===== src/rtl/sram_ctrl_pkg.sv =====
// ============================================================================
// Module   : sram_ctrl_pkg
// Brief    : Shared defaults, state encoding and helpers for the SRAM read scheduler.
// Revision : 1.0 - initial release
// ============================================================================
`default_nettype none

package sram_ctrl_pkg;

  localparam int DEF_NUM_REQ = 4;
  localparam int DEF_ADDR_W  = 10;
  localparam int DEF_DATA_W  = 8;
  localparam int DEF_LEN_W   = 4;

  typedef enum logic [0:0] {
    IDLE  = 1'b0,
    BURST = 1'b1
  } schedState_t;

  // A single requester still needs a one-bit index field.
  function automatic int idxWidth(input int n);
    return (n > 1) ? $clog2(n) : 1;
  endfunction

endpackage

`default_nettype wire


===== src/rtl/rr_arbiter.sv =====
// ============================================================================
// Module   : rr_arbiter
// Brief    : Round-robin search from a start pointer; one-hot grant plus index.
// Revision : 1.0 - initial release
// ============================================================================
`default_nettype none

module rr_arbiter
  import sram_ctrl_pkg::*;
#(
  parameter  int NUM_REQ = DEF_NUM_REQ,
  localparam int IDX_W   = idxWidth(NUM_REQ)
) (
  input  logic [NUM_REQ-1:0] i_req,
  input  logic [IDX_W-1:0]   i_ptr,
  output logic [NUM_REQ-1:0] o_gnt,
  output logic [IDX_W-1:0]   o_gntIdx,
  output logic               o_gntValid
);

  logic [IDX_W-1:0] w_cand;
  logic             w_found;

  always_comb begin
    o_gnt      = '0;
    o_gntIdx   = '0;
    o_gntValid = 1'b0;
    w_cand     = '0;
    w_found    = 1'b0;
    for (int off = 0; off < NUM_REQ; off++) begin
      w_cand = IDX_W'((int'(i_ptr) + off) % NUM_REQ);
      if (!w_found && i_req[w_cand]) begin
        w_found         = 1'b1;
        o_gnt[w_cand]   = 1'b1;
        o_gntIdx        = w_cand;
        o_gntValid      = 1'b1;
      end
    end
  end

endmodule

`default_nettype wire


===== src/rtl/sram_rd_sched.sv =====
// ============================================================================
// Module   : sram_rd_sched
// Brief    : Multi-requester burst read scheduler for a single-port SRAM.
// Revision : 1.0 - initial release
// ============================================================================
`default_nettype none

module sram_rd_sched
  import sram_ctrl_pkg::*;
#(
  parameter  int NUM_REQ = DEF_NUM_REQ,
  parameter  int ADDR_W  = DEF_ADDR_W,
  parameter  int DATA_W  = DEF_DATA_W,
  parameter  int LEN_W   = DEF_LEN_W,
  localparam int IDX_W   = idxWidth(NUM_REQ)
) (
  input  logic                      clock,
  input  logic                      reset_n,
  input  logic [NUM_REQ-1:0]        req_i,
  input  logic [NUM_REQ*ADDR_W-1:0] addr_i,
  input  logic [NUM_REQ*LEN_W-1:0]  len_i,
  output logic [NUM_REQ-1:0]        gnt_o,
  output logic [ADDR_W-1:0]         sram_addr_o,
  input  logic [DATA_W-1:0]         sram_rdata_i,
  output logic [DATA_W-1:0]         rdata_o,
  output logic                      rvalid_o,
  output logic [IDX_W-1:0]          rid_o,
  output logic                      rlast_o,
  output logic                      busy_o
);

  schedState_t        r_state;
  logic [IDX_W-1:0]   r_ptr;
  logic [IDX_W-1:0]   r_owner;
  logic [LEN_W-1:0]   r_beatCnt;
  logic [ADDR_W-1:0]  r_sramAddr;
  logic [DATA_W-1:0]  r_rdata;
  logic               r_rvalid;
  logic [IDX_W-1:0]   r_rid;
  logic               r_rlast;

  logic [NUM_REQ-1:0] w_arbGnt;
  logic [IDX_W-1:0]   w_arbIdx;
  logic               w_arbValid;
  logic               w_accept;
  logic [ADDR_W-1:0]  w_selAddr;
  logic [LEN_W-1:0]   w_selLen;
  logic [IDX_W-1:0]   w_nextPtr;

  rr_arbiter #(
    .NUM_REQ (NUM_REQ)
  ) u_arb (
    .i_req      (req_i),
    .i_ptr      (r_ptr),
    .o_gnt      (w_arbGnt),
    .o_gntIdx   (w_arbIdx),
    .o_gntValid (w_arbValid)
  );

  // The arbiter only grants set request bits, so a valid grant in IDLE is an acceptance.
  assign w_accept  = (r_state == IDLE) && w_arbValid;
  assign gnt_o     = (r_state == IDLE) ? w_arbGnt : '0;
  assign w_selAddr = addr_i[w_arbIdx*ADDR_W +: ADDR_W];
  assign w_selLen  = len_i[w_arbIdx*LEN_W +: LEN_W];
  assign w_nextPtr = (w_arbIdx == IDX_W'(NUM_REQ - 1)) ? '0 : w_arbIdx + 1'b1;

  always_ff @(posedge clock or negedge reset_n) begin
    if (!reset_n) begin
      r_state    <= IDLE;
      r_ptr      <= '0;
      r_owner    <= '0;
      r_beatCnt  <= '0;
      r_sramAddr <= '0;
      r_rdata    <= '0;
      r_rvalid   <= 1'b0;
      r_rid      <= '0;
      r_rlast    <= 1'b0;
    end else begin
      r_rvalid <= 1'b0;
      r_rlast  <= 1'b0;
      case (r_state)
        IDLE: begin
          if (w_accept) begin
            r_state    <= BURST;
            r_sramAddr <= w_selAddr;
            r_beatCnt  <= w_selLen;
            r_owner    <= w_arbIdx;
            r_ptr      <= w_nextPtr;
          end
        end
        BURST: begin
          // Data for the address presented this cycle is captured at its end.
          r_rvalid <= 1'b1;
          r_rdata  <= sram_rdata_i;
          r_rid    <= r_owner;
          r_rlast  <= (r_beatCnt == '0);
          if (r_beatCnt == '0) begin
            r_state <= IDLE;
          end else begin
            r_sramAddr <= r_sramAddr + 1'b1;
            r_beatCnt  <= r_beatCnt - 1'b1;
          end
        end
        default: r_state <= IDLE;
      endcase
    end
  end

  assign sram_addr_o = r_sramAddr;
  assign rdata_o     = r_rdata;
  assign rvalid_o    = r_rvalid;
  assign rid_o       = r_rid;
  assign rlast_o     = r_rlast;
  assign busy_o      = (r_state != IDLE);

endmodule

`default_nettype wire


===== config.mk =====
export PLATFORM = sky130hd
export DESIGN_NAME = sram_rd_sched
export DESIGN_NICKNAME = d
export VERILOG_FILES = /design/src/rtl/sram_ctrl_pkg.sv /design/src/rtl/rr_arbiter.sv /design/src/rtl/sram_rd_sched.sv
export SDC_FILE = /design/constraint.sdc
export NUM_CORES = 1
export LEC_CHECK = 0
export ABC_AREA = 1
export CAP_MARGIN = 20
export CELL_PAD_IN_SITES_DETAIL_PLACEMENT = 0
export CELL_PAD_IN_SITES_GLOBAL_PLACEMENT = 1
export CORE_MARGIN = 2
export CORE_UTILIZATION = 30
export CTS_CLUSTER_SIZE = 24
export DETAILED_ROUTE_END_ITERATION = 16
export PLACE_DENSITY_LB_ADDON = 0.1
export SKIP_LAST_GASP = 1
export SLEW_MARGIN = 5
export SYNTH_ARGS = -nofsm -noshare
export SYNTH_HDL_FRONTEND = slang
export SYNTH_SLANG_ARGS = --single-unit
export TNS_END_PERCENT = 5

===== constraint.sdc =====
create_clock -name clock -period 3.05 [get_ports clock]
set_input_delay 0.915 -clock clock [delete_from_list [all_inputs] [get_ports clock]]
set_output_delay 0.915 -clock clock [all_outputs]
set_load 0.1 [all_outputs]

==> results of run 1 <==
[worst reg2reg max path, delay by kind of cell, from the launching register on]
family / cells / cell delay (ns)
adder cells (fa/ha/maj): 1 / 0.21
buffers and inverters: 6 / 0.59
AND/OR/NAND/NOR: 13 / 1.01
flip-flops: 1 / 0.41
[per-stage QoR]
stage	TNS, ns	hold slack (ns)	std cells
floorplan	-0.0131	0.450	386
global placement	-1.76	0.458	594
detailed placement	-2.03	0.460	594
CTS	-0.0150	0.477	604
global route	-0.323	0.487	604
finish	-0.0616	0.473	604
[final cells by class]
| type | instances | area (um^2) | area share |
|---|---|---|---|
| Multi-Input combinational cell | 290 | 1560 | 0.394 |
| Timing Repair Buffer | 122 | 1180 | 0.297 |
| Sequential cell | 31 | 778 | 0.196 |
| Inverter | 48 | 198 | 0.0498 |
| Tap cell | 105 | 131 | 0.0331 |
| Clock buffer | 6 | 82.6 | 0.0208 |
| Clock inverter | 2 | 35.0 | 0.00883 |
[routing by layer]
metal	vias up	global-route usage	routed length [um]
met5	-	0	0
met4	0	0.0417	113
met3	8	0.0423	418
met2	57	0.304	3970
met1	1272	0.199	3320
li1	1459	-	-
[repair_timing]
item                                    CTS  global route
buffers inserted                          2             0
pin swaps                                 8             8
gates resized for setup                  36            17
endpoints found under the setup margin    4             4
[path summary, 6_finish.rpt]
path / end / slack, ns / start / depth (start not counted)
max in group asynchronous: r_ptr[0]$_DFFE_PN0P_ / 1.69 / reset_n / 2
setup reg to reg: r_beatCnt[1]$_DFFE_PN0P_ / 0.73 / r_ptr[0]$_DFFE_PN0P_ / 20
hold reg to reg: rdata_o[4]$_DFFE_PN0P_ / 0.47 / rdata_o[4]$_DFFE_PN0P_ / 2
min in group asynchronous: sram_addr_o[7]$_DFFE_PN0P_ / 1.03 / reset_n / 2
hold / removal: rdata_o[4]$_DFFE_PN0P_ / 0.47 / rdata_o[4]$_DFFE_PN0P_ / 2
setup / recovery: gnt_o[1] / -0.03 / req_i[0] / 13
[registers in the layout, indices dropped and copies added (netlist names)]
register,count
rlast_o,1
sram_addr_o,10
rvalid_o,1
rdata_o,8
r_ptr,2
rid_o,2
busy_o,1
r_beatCnt,4
r_owner,2
[logic make-up after synthesis]
group | count (synthesis) | share of synthesized area
AND/OR/NAND/NOR | 227 | 0.412
AO/OA/AOI/OAI | 48 | 0.103
adder cells (fa/ha/maj) | 11 | 0.0542
XOR/XNOR | 4 | 0.0138
flip-flops | 31 | 0.306
buffers and inverters | 65 | 0.112
[cells in the mapped netlist (all sizes together)]
| library cell | n | area, um^2 |
|---|---|---|
| nand2 | 135 | 539 |
| nand3 | 52 | 280 |
| inv | 48 | 180 |
| dfrtp | 31 | 776 |
| a21oi | 22 | 110 |
| nor2 | 21 | 95.1 |
| buf | 16 | 100 |
| o21ai | 15 | 75.1 |
| ha | 11 | 138 |
| nand3b | 10 | 75.1 |
| a31oi | 5 | 31.3 |
| o211ai | 4 | 30.0 |
| nand4 | 3 | 18.8 |
| or2 | 3 | 18.8 |
| xor2 | 3 | 26.3 |
| nor4 | 2 | 12.5 |
| a21boi | 1 | 7.51 |
| clkbuf | 1 | 3.75 |
| nor3 | 1 | 5.00 |
| o21a | 1 | 7.51 |
| xnor2 | 1 | 8.76 |
==> results by group, run 1 <==
STA
  – Fin crit period: approximately 3.1 ns
  – Max-slew violations: 0
  – Final setup viols: 3
  – Fmax: roughly 0.32 GHz
  – Final Worst Setup Slack: -0.0326 ns
  – Final hold violations: 0
  – Period utilisation layout: 1.01
  – Layout Skew: approximately 0.0043 ns
  – Unrepaired setup endpoints after global routing: yes
  – Max-Slew Margin vs Limit: 0.657
  – Least-Margin Pin Slew: 0.510 ns

Global routing
  – Initial antenna violation count: 0
  – Largest net degree at the start of global routing: 34
  – Total gr overflow: 0
  – GRT Util Overall: 0.169
  – Vias in the first global route: 2674
  – First-pass GRT wire length: 12.1 mm

Synthesis
  – Syn Area/Cell: 6.58 um^2
  – Sequential share of the synthesized area: 0.306
  – Syn Inst Count: 386
  – Syn Nets: approximately 470
  – Synthesis-stage register bit count: 31
  – Ys Warns: 0
  – Synth cell types: 29
  – Post-Syn Area: 2540 um^2

Cells and area
  – Commonest non-fill, non-tap cell in the layout: nand2_1
  – Fin area: roughly 4000 um^2
  – Post-layout nets: 579
  – Commonest cells after routing, fill and taps aside: nand2_1 (116), clkdlybuf4s50_1 (65), nand3_1 (48)
  – Layout cells sized above 1: 0.224
  – Final Util: 0.483
  – Antenna diode count: 0
  – Fill cells: 821
  – Synth-to-layout area growth: 56.3%

Route
  – Final ANT Viol Nets: 0
  – Routed vias/inst: between 4 and 5
  – Drt wl/cell: 13.0 um
  – Total number of vias: around 2800
  – Drt pass-1 iters: 4
  – Post-route DRC: 0
  – DR iter-0 viols: 97
  – Final wirelength: 7.82 mm

Die
  – Die height: 96.0 um
  – Die X-Extent: 96.0 um
  – Initial Util: 0.309
  – Num rows: 33
  – Num ports: 97
  – Die area: 9210 um^2
  – Core area: 8220 um^2

Clock network
  – TritonCTS Sinks: 31
  – CTS Buf Count: 5
  – H-tree levels: 2
  – Max Root-Sink Buffers: 2
  – Worst-path clk slew: 0.06 ns
  – # hold bufs at CTS: 0
  – Clock Latency Late Sink: roughly 0.28 ns
  – Root buffer cell: clkbuf_8
  – TritonCTS clock tree: done

Worst setup path
  – Cells along the critical path: buf_6 -> nand2_4 -> nand2_2 -> nand2_2 -> nand2_4 -> buf_6 -> nand2_1 -> o21ai_1 -> a31oi_1 -> o21ai_2 -> nand2_2 -> clkinvlp_4 -> buf_12
  – Delay-heaviest family, CP: buffers and inverters
  – Max incr delay on CP: around 0.19 ns
  – Critical Path Start Type: primary input
  – Worst Path Required: 2.13 ns
  – Most frequent cell on the critical path: nand2_2
  – CP endpoint kind: output pin
  – Worst Path Arrival: 2.17 ns
  – Buffers plus inverters on the worst setup path: 4
  – Slowest library cell on the worst path: a31oi_1
  – Crit Path Max Fanout: 4
  – Type of the worst setup path: primary input to output pin

Placement
  – Routability Congestion: around 0.8
  – Pre-CTS WS: -0.497 ns
  – Post-DP HPWL: just under 6 mm
  – I/O Buffers: 96
  – Cell Area, Placed: 3740 um^2

Hold path
  – Hold Path Class: flop to flop

Flow run
  – Max_cap viols: 0

Outcome
  – Outcome: complete, but fails checks
  – Failing checks: negative setup slack
Power of run 1 is not shown: default switching activity piles up to over one toggle a cycle in this logic, so the estimate is an artifact.
==> run 2: changes to the inputs <==
CORE_UTILIZATION = 33   (was 30)
CTS_CLUSTER_SIZE = unset   (was 24)
clock period = 3.9 ns   (was 3.05 ns; I/O delays follow)
==> results by group, run 2 (synthesized netlist as in run 1, its figures left out) <==
Die
  – Num rows: 31 (-6.1%)
  – Die X-Extent: 91.7 um (-4.5%)
  – Die area: 8410 um^2 (-8.7%)
  – Die height: 91.7 um (-4.5%)
  – Num ports: 97 (unchanged)
  – Initial Util: 0.344 (+0.0355)
  – Core area: 7370 um^2 (-10%)

Worst setup path
  – Type of the worst setup path: primary input to output pin
  – Delay-heaviest family, CP: buffers and inverters
  – Worst Path Arrival: 2.49 ns (+0.32 ns)
  – Slowest library cell on the worst path: dlygate4sd2_1
  – Most frequent cell on the critical path: nand2_1
  – Cells along the critical path: dlygate4sd2_1 -> nand2_2 -> nand3_1 -> nand2_1 -> inv_2 -> nor2_8 -> nand3_4 -> o21ai_1 -> nand2_1 -> inv_1 -> buf_12
  – Max incr delay on CP: 0.26 ns (+0.07 ns)
  – CP endpoint kind: output pin
  – Worst Path Required: 2.73 ns (+0.60 ns)
  – Crit Path Max Fanout: 6 (+2)
  – Buffers plus inverters on the worst setup path: 4 (unchanged)
  – Setup slack, reg-to-reg: 1.16 ns (+0.43 ns)
  – Critical Path Start Type: primary input

Cells and area
  – Antenna diode count: 0 (unchanged)
  – Commonest cells after routing, fill and taps aside: nand2_1 (123), clkdlybuf4s50_1 (74), nand3_1 (48)
  – Post-layout nets: 568 (-1.9%)
  – Fin area: 3790 um^2 (-4.4%)
  – Synth-to-layout area growth: 49.4%
  – Commonest non-fill, non-tap cell in the layout: nand2_1
  – Number of flip-flops in the largest register: 10 (unchanged)
  – Layout cells sized above 1: 0.141 (-0.0831)

Route
  – Post-route DRC: 0 (unchanged)
  – DR iter-0 viols: 116 (+20%)
  – Final wirelength: 7.63 mm (-2.5%)
  – Routed vias/inst: 4.73 (+2.2%)
  – Final ANT Viol Nets: 0 (unchanged)
  – Total number of vias: 2777 (-0.68%)
  – Drt wl/cell: 13.0 um (+0.34%)
  – Drt pass-1 iters: 4 (unchanged)

Clock network
  – H-tree levels: 2 (unchanged)
  – Max Root-Sink Buffers: 2 (unchanged)
  – CTS Buf Count: 5 (unchanged)
  – Clock Latency Late Sink: 0.29 ns (about the same)
  – Postcts setup bufs: 0 (-2)
  – TritonCTS Sinks: 31 (unchanged)
  – TritonCTS clock tree: done
  – Worst-path clk slew: 0.07 ns (about the same)
  – Root buffer cell: clkbuf_8
  – # hold bufs at CTS: 0 (unchanged)

Global routing
  – GRT Util Overall: 0.186 (+0.0174)
  – Initial antenna violation count: 0 (unchanged)
  – Total gr overflow: 0 (unchanged)
  – First-pass GRT wire length: 12.8 mm (+5.9%)
  – Vias in the first global route: 2713 (+1.5%)
  – Largest net degree at the start of global routing: 37 (+8.8%)

STA
  – Fin crit period: around 3.7 ns
  – Layout Skew: 0.00590 ns (+0.00157 ns)
  – Least-Margin Pin Slew: 0.972 ns (+0.462 ns)
  – Max-Slew Margin vs Limit: 0.350 (-0.307)
  – Final setup viols: 0 (-3)
  – Fmax: 0.274 GHz
  – Period utilisation layout: 0.937
  – Max-slew violations: 0 (unchanged)
  – Total negative slack: 0 ns (+0.0616 ns)
  – Final Worst Setup Slack: 0.244 ns (+0.277 ns)
  – Unrepaired setup endpoints after global routing: no
  – Final hold violations: 0 (unchanged)

Placement
  – Post-DP HPWL: 5.47 mm (-6.2%)
  – Cell Area, Placed: 3650 um^2 (-2.3%)
  – Routability Congestion: 0.863 (+7.1%)
  – Pre-CTS WS: -0.0567 ns (+0.440 ns)
  – I/O Buffers: 96 (unchanged)

Outcome
  – Outcome: finished clean

Hold path
  – Hold Path Class: flop to flop

Flow run
  – Max_cap viols: 0 (unchanged)
## run 2: cell types whose count changed in the layout (fill, tap and decap cells not counted), sizes merged
cell           before  now
dlymetal6s2s        0    3
dlygate4sd2         0    1
buf                57   33
inv                44   48
clkdlybuf4s50      65   74
clkinvlp            4    0
## run 2: area by class of cell
| type | instances | area [um^2] |
|---|---|---|
| inverter | 48 | 180 |
| multi-input combinational | 290 | 1500 |
| clock buffer | 6 | 82.6 |
| sequential | 31 | 776 |
| tap | 99 | 124 |
| fill | 739 | 3580 |
| timing repair buffer | 111 | 1100 |
| clock inverter | 2 | 35.0 |
## run 2: per-stage QoR
step	hold WS (ns)	util	std cells
global placement	0.455	0.495	579
floorplan	0.450	-	386
finish	0.473	0.515	587
detailed placement	0.461	0.495	579
global route	0.496	0.515	587
CTS	0.477	0.513	587
## run 2: worst reg2reg max path, cell delays in order, from the launching register on
cell and delay [ns]:
dfrtp_1 0.38, inv_1 0.24, ha_1 0.35, inv_1 0.12
nand3_1 0.08, nand2_1 0.09, inv_2 0.08, nor2_8 0.14
nand3_4 0.11, buf_4 0.15, nand3_2 0.07, nand2_4 0.14
inv_2 0.28, nand3_1 0.12, nand3_1 0.12, nand2_1 0.06
nand2_1 0.05, nand2_1 0.05
## run 2: what timing repair did
item | 4_1_cts | 5_1_grt
pin swaps | 1 | 1
gates resized for setup | 8 | 11
endpoints found under the setup margin | 4 | 4
## run 2: metal layers
metal  global-route usage  routed length [um]
met1                0.230                3360
met2                0.329                3720
met3               0.0427                 461
met4               0.0423                  84
met5                    0                   0
## run 2: path summary, 6_finish.rpt
kind,startpoint,endpoint,depth (start not counted)
min reg2reg,rid_o[1]$_DFFE_PN0P_,rid_o[1]$_DFFE_PN0P_,2
max in group asynchronous,reset_n,rdata_o[2]$_DFFE_PN0P_,2
max reg2reg,r_ptr[1]$_DFFE_PN0P_,r_beatCnt[2]$_DFFE_PN0P_,17
max,req_i[3],gnt_o[0],11
min in group asynchronous,reset_n,sram_addr_o[7]$_DFFE_PN0P_,2
min,rid_o[1]$_DFFE_PN0P_,rid_o[1]$_DFFE_PN0P_,2
Power of run 2 is left out for the same reason.
==> run 3: changes to the inputs <==
CORE_MARGIN = 8   (was 2)
==> results by group, run 3 (synthesized netlist as in run 1, its figures left out) <==
Die
  – Core area: 7610 um^2 (+3.2%)
  – Num ports: 97 (unchanged)
  – Die X-Extent: 104 um (+13%)
  – Die height: 104 um (+13%)
  – Initial Util: 0.334 (-0.0108)
  – Die area: 10800 um^2 (+28%)
  – Num rows: 32 (+3.2%)

Cells and area
  – Antenna diode count: 0 (unchanged)
  – Number of flip-flops in the largest register: 10 (unchanged)
  – Layout cells sized above 1: 0.152 (+0.0106)
  – Fin area: 3750 um^2 (-1.1%)
  – Commonest non-fill, non-tap cell in the layout: nand2_1
  – Commonest cells after routing, fill and taps aside: nand2_1 (123), clkdlybuf4s50_1 (71), nand3_1 (48)
  – Post-layout nets: 569 (+0.18%)
  – Synth-to-layout area growth: 47.8%

Placement
  – Cell Area, Placed: 3640 um^2 (-0.31%)
  – Routability Congestion: 0.848 (-1.8%)
  – I/O Buffers: 96 (unchanged)
  – Post-DP HPWL: 6.21 mm (+14%)

Global routing
  – Largest net degree at the start of global routing: 37 (unchanged)
  – Vias in the first global route: 2833 (+4.4%)
  – Total gr overflow: 0 (unchanged)
  – Initial antenna violation count: 0 (unchanged)
  – First-pass GRT wire length: 14.1 mm (+10%)
  – GRT Util Overall: 0.156 (-0.0301)

STA
  – Max-slew violations: 0 (unchanged)
  – Final hold violations: 0 (unchanged)
  – Fin Hold WS: 0.473 ns (+0.0000480 ns)
  – Fmax: 0.273 GHz (-0.23%)
  – Layout Skew: 0.00660 ns (+0.000697 ns)
  – Unrepaired setup endpoints after global routing: no
  – Period utilisation layout: 0.939 (+0.00213)
  – Final setup viols: 0 (unchanged)
  – Max-Slew Margin vs Limit: 0.351 (+0.000890)
  – Fin crit period: 3.66 ns (+0.00831 ns)
  – Least-Margin Pin Slew: 0.971 ns (-0.00133 ns)
  – Total negative slack: 0 ns (unchanged)

Clock network
  – Root buffer cell: clkbuf_8
  – Worst-path clk slew: 0.06 ns (about the same)
  – TritonCTS Sinks: 31 (unchanged)
  – H-tree levels: 2 (unchanged)
  – TritonCTS clock tree: done
  – Clock Latency Late Sink: 0.27 ns (-0.02 ns)
  – Max Root-Sink Buffers: 2 (unchanged)
  – # hold bufs at CTS: 0 (unchanged)
  – CTS Buf Count: 5 (unchanged)

Worst setup path
  – Cells along the critical path: dlygate4sd2_1 -> nand2_2 -> nand3_1 -> nand2_1 -> inv_2 -> nor2_8 -> nand3_2 -> o21ai_1 -> nand2_1 -> inv_2 -> buf_12
  – R2R depth: 17 (unchanged)
  – Crit Path Max Fanout: 6 (unchanged)
  – Crit path depth: 11 (unchanged)
  – Critical Path End: gnt_o[3]
  – R2R Path Start: r_ptr[1]$_DFFE_PN0P_
  – Type of the worst setup path: primary input to output pin
  – Setup slack, reg-to-reg: 1.12 ns (-0.04 ns)
  – Critical Path Start Type: primary input
  – Reg2Reg Capture Point: r_beatCnt[2]$_DFFE_PN0P_
  – Worst Path Required: 2.73 ns (about the same)
  – Crit path from: req_i[3]
  – Slowest library cell on the worst path: dlygate4sd2_1
  – Delay-heaviest family, CP: simple AND/OR/NAND/NOR gates
  – Max incr delay on CP: 0.26 ns (about the same)
  – Worst Path Arrival: 2.49 ns (about the same)
  – Buffers plus inverters on the worst setup path: 4 (unchanged)
  – CP endpoint kind: output pin

Route
  – Post-route DRC: 0 (unchanged)
  – Final wirelength: 8.37 mm (+9.8%)
  – Final ANT Viol Nets: 0 (unchanged)
  – Drt wl/cell: 14.2 um (+9.4%)
  – DR iter-0 viols: 126 (+8.6%)
  – Routed vias/inst: 4.75 (+0.49%)
  – Total number of vias: 2800 (+0.83%)
  – Drt pass-1 iters: 4 (unchanged)

Power and ir drop
  – Peak VDD IR: 0.429 mV
  – Pwr/cell area: 1010 nW/um^2
  – Leakage power: 1.87 nW
  – Power, Total: 3.80 mW

Outcome
  – Outcome: finished clean

Flow run
  – Max_cap viols: 0 (unchanged)

Hold path
  – Hold Path Class: flop to flop
run 3: cell count changes in the layout (fill, tap and decap cells not counted), sizes merged:
| cell | change |
|---|---|
| buf | +4 |
| clkdlybuf4s50 | -3 |
| bufinv | -1 |
| clkinv | -1 |
run 3: per-layer routing:
metal | share of wire | track usage | vias up
met4 | 0.016 | 0.0414 | 0
met2 | 0.48 | 0.261 | 69
met1 | 0.45 | 0.197 | 1282
li1 | - | - | 1439
met5 | 0 | 0 | -
met3 | 0.047 | 0.0341 | 10
run 3: worst reg2reg max path, cell delays in order, from the launching register on:
cell and delay, ns:
dfrtp_1 0.52, inv_1 0.11, ha_1 0.35, inv_1 0.12, nand3_1 0.08, nand2_1 0.10, inv_2 0.08, nor2_8 0.13
nand3_2 0.13, buf_4 0.17, nand3_2 0.07, nand2_4 0.14, inv_2 0.29, nand3_1 0.12, nand3_1 0.13, nand2_1 0.06
nand2_1 0.05, nand2_1 0.04
run 3: stage by stage:
step / setup WS (ns) / utilization / cells
after floorplan: 0.214 / - / 386
final: 0.236 / 0.493 / 589
after CTS: -0.0245 / 0.489 / 588
after detailed placement: -0.0652 / 0.478 / 581
after global placement: -0.0285 / 0.478 / 581
after global routing: 0.134 / 0.493 / 589
run 3: layout make-up:
class                   instances  area (um^2)
repair buffers                112         1100
well taps                     102          128
multi-input cells             290         1500
clock buffers                   6         72.6
fillers                       796         3850
flip-flops and latches         31          776
inverters                      48          180
run 3: how the worst min path moves through the flow:
stage,startpoint,endpoint,slack [ns],cells past startpoint
after floorplan,r_owner[1]$_DFFE_PN0P_,rid_o[1]$_DFFE_PN0P_,0.45,2
after detailed placement,rdata_o[1]$_DFFE_PN0P_,rdata_o[1]$_DFFE_PN0P_,0.46,2
after CTS,rdata_o[1]$_DFFE_PN0P_,rdata_o[1]$_DFFE_PN0P_,0.48,2
final,rdata_o[1]$_DFFE_PN0P_,rdata_o[1]$_DFFE_PN0P_,0.47,2
after global routing,rdata_o[7]$_DFFE_PN0P_,rdata_o[7]$_DFFE_PN0P_,0.50,2
after global placement,rdata_o[1]$_DFFE_PN0P_,rdata_o[1]$_DFFE_PN0P_,0.46,2
run 3: power by group:
| group | internal (mW) | leakage, nW | switching [mW] | total (mW) |
|---|---|---|---|---|
| clock network | 0.119 | 0.0371 | 0.108 | 0.226 |
| logic | 0.924 | 1.48 | 2.05 | 2.97 |
| registers | 0.473 | 0.357 | 0.129 | 0.602 |
| total | 1.52 | 1.87 | 2.29 | 3.80 |
run 3: timing repair:
action / in CTS / in global routing
setup buffers: 1 / 1
pin swaps: 1 / 3
gates resized for setup: 6 / 16
setup endpoints to repair: 4 / 4
No activity file was read; power rests on OpenSTA's default activity.
